**src/rtl/c_cmd_pkg.sv**
```systemverilog
// Shared types for the host-to-RTL command responder: opcodes, response
// status codes and the responder state encoding.
package c_cmd_pkg;

  localparam int OP_W = 3;

  typedef enum logic [OP_W-1:0] {
    OP_NOP  = 3'd0,
    OP_WR   = 3'd1,
    OP_RD   = 3'd2,
    OP_INCR = 3'd3
  } opcode_e;

  typedef enum logic [1:0] {
    ST_OK       = 2'd0,
    ST_BAD_ADDR = 2'd1,
    ST_BAD_OP   = 2'd2,
    ST_OVERFLOW = 2'd3
  } status_e;

  typedef enum logic [1:0] {
    S_IDLE = 2'd0,
    S_EXEC = 2'd1,
    S_RESP = 2'd2
  } state_e;

  // Opcodes 4..7 have no enum member and are rejected as BAD_OP.
  function automatic logic op_is_legal(input logic [OP_W-1:0] op);
    return (op == OP_NOP) || (op == OP_WR) || (op == OP_RD) || (op == OP_INCR);
  endfunction

endpackage

```
**src/rtl/c_cmd_regfile.sv**
```systemverilog
// NREGS x DATA_W register file with async clear, one combinational read port,
// one write port, and the increment adder that feeds INCR write-back.
module c_cmd_regfile
  import c_cmd_pkg::*;
#(
  parameter int DATA_W = 32,
  parameter int ADDR_W = 3,
  parameter int NREGS  = 6
) (
  input  logic              clk,
  input  logic              rst_n,
  input  logic [ADDR_W-1:0] addr,
  output logic [DATA_W-1:0] rd_data,
  input  logic [DATA_W-1:0] add_val,
  output logic [DATA_W-1:0] sum,
  output logic              carry,
  input  logic              wr_en,
  input  logic [DATA_W-1:0] wr_data
);

  logic [DATA_W-1:0] regs [NREGS];
  logic [DATA_W:0]   full_sum;
  logic              addr_ok;

  assign addr_ok  = int'(addr) < NREGS;
  assign rd_data  = addr_ok ? regs[addr] : '0;
  assign full_sum = {1'b0, rd_data} + {1'b0, add_val};
  assign sum      = full_sum[DATA_W-1:0];
  assign carry    = full_sum[DATA_W];

  // NOTE: the storage is cleared by reset on purpose -- a reset must wipe every
  // register, including a write committed just before it. Storage that only
  // needs defined contents after a write would be left unreset.
  always_ff @(posedge clk or negedge rst_n) begin
    if (!rst_n) begin
      for (int i = 0; i < NREGS; i++) regs[i] <= '0;
    end else if (wr_en && addr_ok) begin
      regs[addr] <= wr_data;
    end
  end

endmodule

```
**src/rtl/c_cmd_responder.sv**
```systemverilog
// Responder for host-issued commands: accepts one request, executes it against
// the register file for one cycle, then holds the response until it is taken.
module c_cmd_responder
  import c_cmd_pkg::*;
#(
  parameter int DATA_W = 32,
  parameter int ADDR_W = 3,
  parameter int NREGS  = 6
) (
  input  logic              clk,
  input  logic              rst_n,
  input  logic              req_valid,
  output logic              req_ready,
  input  logic [OP_W-1:0]   req_op,
  input  logic [ADDR_W-1:0] req_addr,
  input  logic [DATA_W-1:0] req_data,
  output logic              rsp_valid,
  input  logic              rsp_ready,
  output logic [DATA_W-1:0] rsp_data,
  output logic [1:0]        rsp_status,
  output logic [7:0]        txn_count
);

  state_e            state;
  logic [OP_W-1:0]   op_q;
  logic [ADDR_W-1:0] addr_q;
  logic [DATA_W-1:0] data_q;

  logic [DATA_W-1:0] rf_rd_data;
  logic [DATA_W-1:0] rf_sum;
  logic              rf_carry;
  logic              rf_wr_en;
  logic [DATA_W-1:0] rf_wr_data;

  logic [DATA_W-1:0] exec_data;
  status_e           exec_status;
  logic              exec_wr;
  logic              addr_ok;

  assign req_ready = (state == S_IDLE);
  assign addr_ok   = int'(addr_q) < NREGS;
  assign rf_wr_en  = exec_wr && (state == S_EXEC);

  c_cmd_regfile #(
    .DATA_W(DATA_W),
    .ADDR_W(ADDR_W),
    .NREGS (NREGS)
  ) u_regfile (
    .clk    (clk),
    .rst_n  (rst_n),
    .addr   (addr_q),
    .rd_data(rf_rd_data),
    .add_val(data_q),
    .sum    (rf_sum),
    .carry  (rf_carry),
    .wr_en  (rf_wr_en),
    .wr_data(rf_wr_data)
  );

  // NOTE: every output of this block gets a default before the decode so that
  // no path leaves a signal unassigned, which would otherwise infer a latch.
  always_comb begin
    exec_data   = '0;
    exec_status = ST_OK;
    exec_wr     = 1'b0;
    rf_wr_data  = data_q;
    if (!op_is_legal(op_q)) begin
      exec_status = ST_BAD_OP;
    end else if (op_q == OP_NOP) begin
      exec_status = ST_OK;
    end else if (!addr_ok) begin
      exec_status = ST_BAD_ADDR;
    end else begin
      exec_data = rf_rd_data;
      case (op_q)
        OP_WR: exec_wr = 1'b1;
        OP_INCR: begin
          exec_wr     = 1'b1;
          rf_wr_data  = rf_sum;
          exec_status = rf_carry ? ST_OVERFLOW : ST_OK;
        end
        default: exec_wr = 1'b0;
      endcase
    end
  end

  // NOTE: sequential state uses non-blocking assignments only, so every
  // register samples pre-edge values regardless of statement order.
  always_ff @(posedge clk or negedge rst_n) begin
    if (!rst_n) begin
      state      <= S_IDLE;
      op_q       <= '0;
      addr_q     <= '0;
      data_q     <= '0;
      rsp_valid  <= 1'b0;
      rsp_data   <= '0;
      rsp_status <= ST_OK;
      txn_count  <= '0;
    end else begin
      case (state)
        S_IDLE: begin
          if (req_valid) begin
            op_q   <= req_op;
            addr_q <= req_addr;
            data_q <= req_data;
            state  <= S_EXEC;
          end
        end
        S_EXEC: begin
          rsp_data   <= exec_data;
          rsp_status <= exec_status;
          rsp_valid  <= 1'b1;
          state      <= S_RESP;
        end
        S_RESP: begin
          // Response fields stay frozen until the consumer takes them.
          if (rsp_ready) begin
            rsp_valid <= 1'b0;
            txn_count <= txn_count + 8'd1;
            state     <= S_IDLE;
          end
        end
        default: state <= S_IDLE;
      endcase
    end
  end

endmodule

```
**config.mk**
```make
export PLATFORM = sky130hd
export DESIGN_NAME = c_cmd_responder
export DESIGN_NICKNAME = d
export VERILOG_FILES = /design/src/rtl/c_cmd_pkg.sv /design/src/rtl/c_cmd_regfile.sv /design/src/rtl/c_cmd_responder.sv
export SDC_FILE = /design/constraint.sdc
export NUM_CORES = 1
export LEC_CHECK = 0
export BUFFER_PORTS_ARGS = -buffer_cell sky130_fd_sc_hd__buf_2
export CAP_MARGIN = 20
export CORE_MARGIN = 2
export CORE_UTILIZATION = 35
export DETAILED_ROUTE_END_ITERATION = 8
export GPL_ROUTABILITY_DRIVEN = 0
export GPL_TIMING_DRIVEN = 1
export HOLD_SLACK_MARGIN = 0.06
export PLACE_DENSITY_LB_ADDON = 0.05
export SLEW_MARGIN = 20
export SYNTH_ARGS = -nofsm -noshare
export SYNTH_HDL_FRONTEND = slang
export SYNTH_HIERARCHICAL = 1
export SYNTH_SLANG_ARGS = --single-unit
```
**constraint.sdc**
```tcl
create_clock -name clk -period 5.75 [get_ports clk]
set_input_delay 0.8625 -clock clk [delete_from_list [all_inputs] [get_ports clk]]
set_output_delay 0.8625 -clock clk [all_outputs]
set_load 0.01 [all_outputs]
```
==> metrics.md <==
| Metric | Value |
|---|---|
| Post-synthesis sequential area ratio | 0.513 |
| Post-synth ARST share | 1.00 |
| Post-route DRC | 0 |
| Largest net degree at the start of global routing | 127 |
| Post-Synth Adder-Cell Area | 0.0323 |
| Worst-Margin Slew | 1.02 ns |
| Max clock buf depth | 3 |
| Leakage | 7.44 nW |
| Largest stage delay on the critical path | 0.64 ns |
| Setup Skew | 0.0167 ns |
| Critical R2R Capture | u_regfile/regs[150]$_DFFE_PN0P_ |
| Clock transition at path regs | 0.06 ns |
| Layout Cells excl Fill | 1,677 |
| Placed inst area | 14,400 um^2 |
| Slew margin rel. | 0.318 |
| Crit Path Class | reg2reg |
| Later-pin clock latency in the skew report | 0.52 ns |
| Post-synth top area share | 0.513 |
| # setup viols final | 0 |
| Clock power share | 0.246 |
| Reg2reg setup slack | 1.15 ns |
| Unrepaired setup endpoints after global routing | false |
| Worst setup EP type | flip-flop |
| Hold Violations, Final | 0 |
| TritonRoute pass-1 iters | 5 |
| Most common cell in the synthesized netlist | dfrtp_1 |
| CTS HTree Levels | 2 |
| P_sw | 0.00350 W |
| Setup tns final | 0 ns |
| CP top delay family | compound AO/OA/AOI/OAI gates |
| TritonCTS Buffers | 36 |
| Synth Area in Compound Gates | 0.127 |
| Cell Chain, Critical Path | nor3b_4 -> buf_4 -> a22oi_1 -> nand3_1 -> ha_1 -> fa_1 -> a211oi_1 -> o211ai_1 -> a31oi_1 -> o21ai_0 -> a21oi_1 -> xnor2_1 -> mux2_2 -> mux2_1 |
| Highest net fanout along the worst path | 13 |
| FF-to-FF Start | addr_q[2]$_DFFE_PN0P_ |
| WP data required | 6.15 ns |
| Routed length per instance | 22.8 um |
| Core footprint | 37,700 um^2 |
| CTS Hold Bufs | 0 |
| First-pass GRT wire length | 58,900 um |
| Share of power burned in registers | 0.343 |
| CP bufs+invs | 1 |
| Final setup margin | 1.15 ns |
| Largest family of logic cells by synthesized area | multiplexers |
| EDFF count, synth | 0 |
| Top FF cell, synth | dfrtp_1 |
| Syn. warnings | 6 |
| Root Driver | clkbuf_16 |
| Yosys cell types | 63 |
| Antenna violations before repair | 0 |
| Postcts setup bufs | 0 |
| Pwr dens | 584 nW/um^2 |
| Nets | 1,217 |
| Worst-case reg-to-reg path depth | 14 |
| Post-synthesis xor/xnor area fraction | 0.0229 |
| Iteration-0 DRC count of the detailed router | 504 |
| Mapped Cells | 1,055 |
| Status | finished clean |
| Syn avg cell area | 12.7 um^2 |
| Layout cells sized above 1 | 0.382 |
| Vias | 9,040 |
| Design area | 15,600 um^2 |
| Gate power share | 0.410 |
| Die area | 39,900 um^2 |
| VDD IR max | 250 uV |
| Cell taking the most area after synthesis | dfrtp_1 |
| Number of fill cells in the layout | 3,666 |
| Internal power | 0.00562 W |
| Diodes inserted | 0 |
| Post-Synth Simple-Gate Area | 0.0593 |
| Gr ovfl total | 0 |
| Post-cts gate resize count | 0 |
| Post-synthesis instance area | 13,400 um^2 |
| Die H | 200 um |
| Post-DP HPWL | 24,300 um |
| Worst Hold Class | in2async |
| Die width | 200 um |
| Final ANT Viol Nets | 0 |
| Critical path arrival | 5.00 ns |
| Post-Place Cells | 1,613 |
| CTS tree | done |
| Tcrit/Tclk final | 0.800 |
| Synth Register Bits | 275 |
| Via/cell ratio | 5.39 |
| Crit path time final | 4.60 ns |
| Vias in the first global route | 9,331 |
| Tot GR Track Use | 0.197 |
| Initial Util | 0.356 |
| # port buffers | 85 |
| FMAX | 0.217 GHz |
| Top cells by area, synth | dfrtp_1, mux2_2, a22oi_1 |
| Slew Limit Fails | 0 |
| Num Clock Sinks | 275 |
| Post-synth top cells | dfrtp_1, mux2_2, a22oi_1, nand2_1, nand3_1 |
| Rows | 71 |
| Io pins | 86 |
| Post-Syn Nets | 1,131 |
| Total routed wirelength | 38,200 um |
| Sw Share | 0.384 |
| Worst Setup Start Kind | flip-flop |
| Pre-CTS setup slack | 1.13 ns |
| Max-cap check violation count | 0 |
| P&R area growth vs syn | 16.5% |
| Slowest CP cell | nor3b_4 |
| Post-synthesis mux area share | 0.223 |
## layer usage
layer  wire [um]  global-route usage
met1       18300               0.278
met5           0                   0
met4         580              0.0444
met2       18100               0.321
met3        1250              0.0275
## cell type report
| class | count | area, um^2 | area share |
|---|---|---|---|
| clock buffer | 50 | 1020 | 0.0656 |
| clock inverter | 13 | 160 | 0.0102 |
| inverter | 6 | 22.5 | 0.00144 |
| multi-input combinational | 714 | 6260 | 0.400 |
| sequential | 275 | 6880 | 0.440 |
| tap | 511 | 639 | 0.0409 |
| timing repair buffer | 108 | 641 | 0.0410 |
## through the flow
stage / util / power, W / hold WS [ns]
detailed placement: 0.383 / 0.00692 / 0.463
finish: 0.415 / 0.00912 / 0.321
floorplan: - / 0.00569 / 0.459
CTS: 0.414 / 0.00923 / 0.360
global placement: 0.383 / 0.00690 / 0.456
global route: 0.415 / 0.00976 / 0.353
## kinds of logic (layout without fill, tap and decap cells)
group / Yosys count / after routing
AOI/OAI and AO/OA: 232 / 232
and+or+nand+nor: 151 / 151
DFF: 275 / 275
muxes: 262 / 262
xor gates and xnor gates: 35 / 35
buffers and inverters: 66 / 177
adders and majority gates: 34 / 34
## worst max-delay path by stage
stage | from | end | slack, ns | depth (start not counted)
2_1_floorplan | addr_q[1]$_DFFE_PN0P_ | u_regfile/regs[116]$_DFFE_PN0P_ | 2.04 | 15
3_3_place_gp | addr_q[2]$_DFFE_PN0P_ | u_regfile/regs[150]$_DFFE_PN0P_ | 1.10 | 14
3_5_place_dp | addr_q[2]$_DFFE_PN0P_ | u_regfile/regs[150]$_DFFE_PN0P_ | 1.13 | 14
4_1_cts | addr_q[2]$_DFFE_PN0P_ | u_regfile/regs[150]$_DFFE_PN0P_ | 1.11 | 14
5_1_grt | addr_q[2]$_DFFE_PN0P_ | u_regfile/regs[150]$_DFFE_PN0P_ | 0.78 | 14
6_report | addr_q[2]$_DFFE_PN0P_ | u_regfile/regs[150]$_DFFE_PN0P_ | 1.15 | 14
## cell usage in the layout, fill, tap and decap left out, types with 6 or more instances in the layout
cell and instances:
mux2_1 11, clkbuf_1 8, mux2_4 9, nand2_1 43, ha_1 33, o211ai_1 7, a21oi_1 38, o21ai_0 18
nor3_1 8, inv_1 6, mux2_2 242, nor2_1 22, clkbuf_16 37, xor2_1 16, nand3_1 40, buf_4 21
buf_2 84, a22oi_1 97, a22o_1 32, nand4_1 8, xnor2_1 19, dfrtp_1 275, a21o_1 6
## power by group through the flow
stage                     combinational (W)  sequential, W  clock [W]
after global routing                0.00412        0.00322    0.00241
after CTS                           0.00377        0.00314    0.00232
after floorplan                     0.00268        0.00301          0
final                               0.00374        0.00313    0.00225
after global placement              0.00374        0.00316          0
after detailed placement            0.00375        0.00317          0
## state kept, by name, summed over array words and instances, names as in the netlist
| register | flops |
|---|---|
| state | 2 |
| rsp_data | 32 |
| txn_count | 8 |
| u_regfile/regs | 192 |
| rsp_valid | 1 |
| op_q | 3 |
| data_q | 32 |
| addr_q | 3 |
| rsp_status | 2 |
Note: power is estimated with default switching activity, not from simulation.
